$ cat config.mk
export PLATFORM = sky130hd
export DESIGN_NAME = nvram_sequencer
export DESIGN_NICKNAME = d
export VERILOG_FILES = /design/src/rtl/nvram_pkg.sv /design/src/rtl/nvram_edge_latch.sv /design/src/rtl/nvram_sequencer.sv
export SDC_FILE = /design/constraint.sdc
export NUM_CORES = 1
export LEC_CHECK = 0
export BUFFER_PORTS_ARGS = -buffer_cell sky130_fd_sc_hd__buf_2
export CAP_MARGIN = 20
export CELL_PAD_IN_SITES_DETAIL_PLACEMENT = 1
export CELL_PAD_IN_SITES_GLOBAL_PLACEMENT = 1
export CORE_UTILIZATION = 33
export CTS_CLUSTER_SIZE = 8
export DETAILED_ROUTE_END_ITERATION = 8
export HOLD_SLACK_MARGIN = 0.1
export PLACE_DENSITY = 0.84
export SLEW_MARGIN = 30
export SYNTH_ARGS = -nofsm -noshare
export SYNTH_HDL_FRONTEND = slang
export SYNTH_SLANG_ARGS = --single-unit
$ cat constraint.sdc
create_clock -name clk -period 2.03 [get_ports clk]
set_input_delay 0.1015 -clock clk [delete_from_list [all_inputs] [get_ports clk]]
set_output_delay 0.1015 -clock clk [all_outputs]
set_load 0.05 [all_outputs]
$ cat src/rtl/nvram_pkg.sv
// Shared definitions for the NVRAM store/recall sequencer.
package nvram_pkg;

    localparam int ADDR_W_DEF        = 8;
    localparam int STORE_CYCLES_DEF  = 512;
    localparam int RECALL_CYCLES_DEF = 2;

    typedef enum logic [2:0] {
        ST_PWRUP      = 3'd0,
        ST_IDLE       = 3'd1,
        ST_STORE      = 3'd2,
        ST_RECALL     = 3'd3,
        ST_HPS        = 3'd4,
        ST_HPS_COMMIT = 3'd5
    } nvram_state_e;

    // Busy counter width; never narrower than one bit.
    function automatic int cnt_width(input int cycles);
        return (cycles <= 2) ? 1 : $clog2(cycles);
    endfunction

endpackage

$ cat src/rtl/nvram_edge_latch.sv
// Edge detector plus pending flag for one request line.
// req_o is high from the cycle the edge is seen until the request is serviced
// (clr_i). Reset re-primes the previous-value register with the current input
// so a line already asserted at reset does not produce a phantom edge.
module nvram_edge_latch (
    input  logic clk,
    input  logic reset_n,
    input  logic sig_i,
    input  logic clr_i,
    output logic req_o
);

    logic prev_q;
    logic pend_q;
    logic pend_d;
    logic edge_det;

    assign edge_det = sig_i & ~prev_q;
    assign req_o    = pend_q | edge_det;

    // Pending flag: set by an edge, held until the sequencer services it.
    always_comb begin
        pend_d = (pend_q | edge_det) & ~clr_i;
    end

    // Previous-value and pending registers.
    always_ff @(posedge clk) begin
        if (!reset_n) begin
            prev_q <= sig_i;
            pend_q <= 1'b0;
        end else begin
            prev_q <= sig_i;
            pend_q <= pend_d;
        end
    end

endmodule

$ cat src/rtl/nvram_sequencer.sv
// Sequences power-up recall, STORE/RECALL requests and power-fail stores for
// an X2212-style NVRAM, and arbitrates the array between the CPU bus and the
// HPS save/load port.
module nvram_sequencer
    import nvram_pkg::*;
#(
    parameter int ADDR_W        = ADDR_W_DEF,
    parameter int STORE_CYCLES  = STORE_CYCLES_DEF,
    parameter int RECALL_CYCLES = RECALL_CYCLES_DEF
) (
    input  logic              clk,
    input  logic              reset_n,
    input  logic              ce2Hd,
    input  logic              cpu_sel_n,
    input  logic              cpu_rw_n,
    input  logic [ADDR_W-1:0] cpu_addr,
    input  logic [7:0]        cpu_din,
    input  logic              store_req,
    input  logic              recall_req_n,
    input  logic              dcok_n,
    input  logic              hps_req,
    input  logic              hps_wr,
    input  logic [ADDR_W-1:0] hps_addr,
    input  logic [7:0]        hps_din,
    output logic              hps_gnt,
    output logic              nv_store,
    output logic              nv_recall,
    output logic              nv_we,
    output logic [ADDR_W-1:0] nv_addr,
    output logic [7:0]        nv_din,
    output logic              busy
);

    localparam int               CNT_W       = cnt_width(STORE_CYCLES);
    localparam logic [CNT_W-1:0] STORE_LOAD  = CNT_W'(STORE_CYCLES - 1);
    localparam logic [CNT_W-1:0] RECALL_LOAD = CNT_W'(RECALL_CYCLES - 1);

    nvram_state_e     state_q, state_d;
    logic [CNT_W-1:0] cnt_q, cnt_d;
    logic             pw_init_q, pw_init_d;
    logic             wrote_q, wrote_d;
    logic             store_pulse_q, store_pulse_d;
    logic             recall_pulse_q, recall_pulse_d;

    logic pf_req, st_req, rc_req;
    logic pf_clr, st_clr, rc_clr;
    logic storing;

    // Power-fail: DCOKn rising. Store: level rising. Recall: active-low falling.
    nvram_edge_latch u_pf_latch (
        .clk     (clk),
        .reset_n (reset_n),
        .sig_i   (dcok_n),
        .clr_i   (pf_clr),
        .req_o   (pf_req)
    );

    nvram_edge_latch u_store_latch (
        .clk     (clk),
        .reset_n (reset_n),
        .sig_i   (store_req),
        .clr_i   (st_clr),
        .req_o   (st_req)
    );

    nvram_edge_latch u_recall_latch (
        .clk     (clk),
        .reset_n (reset_n),
        .sig_i   (~recall_req_n),
        .clr_i   (rc_clr),
        .req_o   (rc_req)
    );

    assign storing = (state_q == ST_STORE) || (state_q == ST_HPS_COMMIT);

    // Next-state, counter and pulse logic. Store/power-fail requests arriving
    // while a store is already running are consumed (dropped) here.
    always_comb begin
        state_d        = state_q;
        cnt_d          = (cnt_q != '0) ? cnt_q - CNT_W'(1) : cnt_q;
        pw_init_d      = pw_init_q;
        wrote_d        = 1'b0;
        store_pulse_d  = 1'b0;
        recall_pulse_d = 1'b0;
        pf_clr         = storing;
        st_clr         = storing;
        rc_clr         = 1'b0;

        case (state_q)
            ST_PWRUP: begin
                if (pw_init_q) begin
                    pw_init_d      = 1'b0;
                    recall_pulse_d = 1'b1;
                    cnt_d          = RECALL_LOAD;
                end else if (cnt_q == '0) begin
                    state_d = ST_IDLE;
                end
            end

            ST_IDLE: begin
                if (pf_req || st_req) begin
                    state_d       = ST_STORE;
                    cnt_d         = STORE_LOAD;
                    store_pulse_d = 1'b1;
                    pf_clr        = 1'b1;
                    st_clr        = 1'b1;
                end else if (rc_req) begin
                    state_d        = ST_RECALL;
                    cnt_d          = RECALL_LOAD;
                    recall_pulse_d = 1'b1;
                    rc_clr         = 1'b1;
                end else if (hps_req) begin
                    state_d = ST_HPS;
                end
            end

            ST_STORE, ST_HPS_COMMIT: begin
                if (cnt_q == '0) begin
                    state_d = ST_IDLE;
                end
            end

            ST_RECALL: begin
                if (pf_req) begin
                    state_d       = ST_STORE;
                    cnt_d         = STORE_LOAD;
                    store_pulse_d = 1'b1;
                    pf_clr        = 1'b1;
                    st_clr        = 1'b1;
                end else if (cnt_q == '0) begin
                    state_d = ST_IDLE;
                end
            end

            ST_HPS: begin
                wrote_d = wrote_q | (hps_wr & hps_req);
                if (pf_req) begin
                    state_d       = ST_STORE;
                    cnt_d         = STORE_LOAD;
                    store_pulse_d = 1'b1;
                    pf_clr        = 1'b1;
                    st_clr        = 1'b1;
                end else if (!hps_req) begin
                    if (wrote_q) begin
                        state_d       = ST_HPS_COMMIT;
                        cnt_d         = STORE_LOAD;
                        store_pulse_d = 1'b1;
                        st_clr        = 1'b1;
                    end else begin
                        state_d = ST_IDLE;
                    end
                end
            end

            default: begin
                state_d   = ST_PWRUP;
                pw_init_d = 1'b1;
                cnt_d     = '0;
            end
        endcase
    end

    // State, counter and pulse registers; reset restarts the power-up recall.
    always_ff @(posedge clk) begin
        if (!reset_n) begin
            state_q        <= ST_PWRUP;
            cnt_q          <= '0;
            pw_init_q      <= 1'b1;
            wrote_q        <= 1'b0;
            store_pulse_q  <= 1'b0;
            recall_pulse_q <= 1'b0;
        end else begin
            state_q        <= state_d;
            cnt_q          <= cnt_d;
            pw_init_q      <= pw_init_d;
            wrote_q        <= wrote_d;
            store_pulse_q  <= store_pulse_d;
            recall_pulse_q <= recall_pulse_d;
        end
    end

    // Array-side outputs. The grant drops in the same cycle hps_req goes low.
    always_comb begin
        hps_gnt   = (state_q == ST_HPS) & hps_req;
        nv_store  = store_pulse_q;
        nv_recall = recall_pulse_q;
        busy      = (state_q == ST_PWRUP) || (state_q == ST_RECALL) || storing;
        nv_we     = 1'b0;
        nv_addr   = cpu_addr;
        nv_din    = cpu_din;
        if (state_q == ST_IDLE) begin
            nv_we = ~cpu_sel_n & ~cpu_rw_n & ce2Hd;
        end else if (state_q == ST_HPS) begin
            nv_we   = hps_gnt & hps_wr;
            nv_addr = hps_addr;
            nv_din  = hps_din;
        end
    end

endmodule
==> out/results.ini <==
[cts]
clockBufferDepth = 2
cts_htree_levels = 1
root_buffer = clkbuf_8
cts_tree = done
worstSkewPairLatency_ns = 0.26
path_clk_slew_ns = 0.08
cts_num_sinks = 22
cts_made_buffers = 3

[grt]
gr-total-overflow = 0
grt_usage_pct = 19.3
grt_pass1_vias = 1481
antenna_found_initial = 0
grt_max_degree = 14
grt_pass1_wl_mm = 6.58

[critical_path]
crit_family = flip-flops
critPathMaxStageDelay_ns = 0.49
crit_type = register to output pin
r2r-start = cnt_q[0]
path_buf_inv = 2
worstPathArrival_ns = 1.83
cp-startpoint = state_q[2]
reg2reg_depth = 7
cp_max_fo = 13
critPathLaunchType = register
ff2ff_setup_slack_ns = 0.28
cp.required_ns = 1.93
crit_end = nv_din[4]
end_kind = output pin
slowest_stage = dfxtp_1
path_cells = nor3b_4 -> buf_4 -> mux2_2 -> buf_2
rr_endpoint = cnt_q[5]
crit_cells = 4

[die]
die_h_um = 67.0
start_util_pct = 34.6
dieWidth_um = 67.0
rows = 23
ios = 63
core_mm2 = 0.00403
die_area_mm2 = 0.00448

[place]
dpl.hpwl_mm = 3.14
post-place-ws_ns = 0.247
io_buffers = 62
gp_congestion = 0.859

[finish]
fin_nets = 268
syn_to_final_growth_pct = 33.5
n_antenna_cell = 0
drive_gt1_share_pct = 46.0
finish.utilization_pct = 46.1

[detailed_routing]
wl_per_cell_um = 14.5
wl_mm = 3.98
post-route-drc-count = 0
antenna_left = 0
drt_iter0_drc = 57
vias = 1436
via_per_inst = 5.24
dr.pass1.iters = 4

[synth]
syn_avg_cell_area_um2 = 8.93
synth_top_flop_cell = dfxtp_1
synth_edf_count = 0
syn_inst = 156
ys_types = 48
async_flop_share_pct = 0
yosysSeqAreaShare_pct = 31.6
syn_nets = 199
ys_seq_elements = 22
yosysWarnings = 0
synth_area_mm2 = 0.00139

[timing]
holdWs_ns = 0.123
rsz0062_at_grt = false
setup_ws_ns = 0.0942
setup-violations-final = 0
tightest_slew_ns = 0.425
final.min_clock_period_ns = 1.94
fmax_mhz = 517
clock_skew_ns = 0.00500
tns_ns = 0
slew_headroom_pct = 71.4
final_max_slew_viol_count = 0
fin_crit_sh_pct = 95.4
hold_violations = 0

[min_path]
hold_class = input port to register
hold_path_depth = 2

[power_and_ir_drop]
ir_drop_uv = 349
p_per_area_mw_per_mm2 = 1160
p_leak_nw = 0.828

[run]
maxCapViolCount = 0

[status]
status = finished clean

## area by class of cell
type / count / area, um^2
well taps: 50 / 62.6
multi-input cells: 122 / 901
flip-flops and latches: 22 / 440
repair buffers: 70 / 378
fillers: 521 / 2170
inverters: 6 / 22.5
clock buffers: 4 / 55.1
## layer usage
layer	GRT usage, %	up-vias	share of wire (%)
met2	35.2	41	51
met4	6.38	0	0.58
met5	0	-	0
met3	1.37	3	3.3
met1	23.5	685	45
li1	-	707	-
## synthesized netlist by cell type, drive strengths merged (2+ instances only)
cell type / n / share of area (%)
dfxtp: 22 / 32
mux2: 16 / 13
a21oi: 14 / 5.0
nand2: 11 / 3.0
nor2: 11 / 3.5
o21ai: 11 / 4.0
inv: 6 / 1.6
buf: 5 / 2.2
nand3: 5 / 1.8
nor2b: 5 / 2.8
nor3: 5 / 2.6
nor3b: 4 / 3.0
o22ai: 3 / 1.8
xnor2: 3 / 1.9
a211oi: 2 / 1.1
a31oi: 2 / 0.90
a32oi: 2 / 1.3
and2: 2 / 0.90
and2b: 2 / 1.1
and3: 2 / 0.99
o21a: 2 / 1.1
o31a: 2 / 1.3
or2: 2 / 0.90
## kinds of logic (layout without fill, tap and decap cells)
group	Yosys count	in the layout	synth area share, %
and+or+nand+nor	54	54	23.8
AOI/OAI and AO/OA	47	47	24.2
DFF	22	22	31.6
muxes	16	16	12.9
buffers and inverters	12	80	4.04
xor gates and xnor gates	4	4	2.52
adders and majority gates	1	1	0.898
## registers in the layout, summed over array words and instances (netlist names)
| name | flops |
|---|---|
| cnt_q | 9 |
| state_q | 3 |
| nv_recall | 1 |
| nv_store | 1 |
| pw_init_q | 1 |
| u_pf_latch.pend_q | 1 |
| u_pf_latch.prev_q | 1 |
| u_recall_latch.pend_q | 1 |
| u_recall_latch.prev_q | 1 |
| u_store_latch.pend_q | 1 |
| u_store_latch.prev_q | 1 |
| wrote_q | 1 |
## through the flow
step	cells	area, um^2	total power, W
after floorplan	156	1390	0.00154
after global placement	267	1770	0.00178
after detailed placement	267	1770	0.00181
after CTS	274	1850	0.00215
after global routing	274	1860	0.00232
final	274	1860	0.00215
## worst register-to-register path: cells and delay by family, from the launching register on
family	cells	cell delay (ns)
flip-flops	1	0.39
buffers and inverters	1	0.07
AND/OR/NAND/NOR	3	0.69
adder cells (fa/ha/maj)	1	0.25
XOR/XNOR	1	0.16
AO/OA/AOI/OAI	1	0.08
## what timing repair did
action | in CTS | in global routing
gates resized for setup | 0 | 1
buffers inserted | 0 | 0
endpoints found under the setup margin | 0 | 1
hold endpoints to repair | 3 | 0
hold buffers | 3 | 0
## power by group
group / switching, W / internal, W
clock network: 0.000143 / 0.000173
registers: 0.000135 / 0.000533
logic: 0.000674 / 0.000492
## placed cells by master, fill, tap and decap left out, drive strengths merged, types with 2 or more instances in the layout
cell type	n
a211oi	2
a21oi	14
a31oi	2
a32oi	2
and2	2
and2b	2
and3	2
buf	67
clkbuf	4
dfxtp	22
dlygate4sd3	3
inv	6
mux2	16
nand2	11
nand3	5
nor2	11
nor2b	5
nor3	5
nor3b	4
o21a	2
o21ai	11
o22ai	3
o31a	2
or2	2
xnor2	3
## worst min path at each step
| stage | from | to | slack, ns |
|---|---|---|---|
| floorplan | dcok_n | u_pf_latch.prev_q | 0.13 |
| global placement | store_req | u_store_latch.prev_q | 0.21 |
| detailed placement | store_req | u_store_latch.prev_q | 0.22 |
| CTS | reset_n | pw_init_q | 0.11 |
| global route | reset_n | pw_init_q | 0.13 |
| finish | reset_n | pw_init_q | 0.12 |
(Power assumes the default switching activity.)
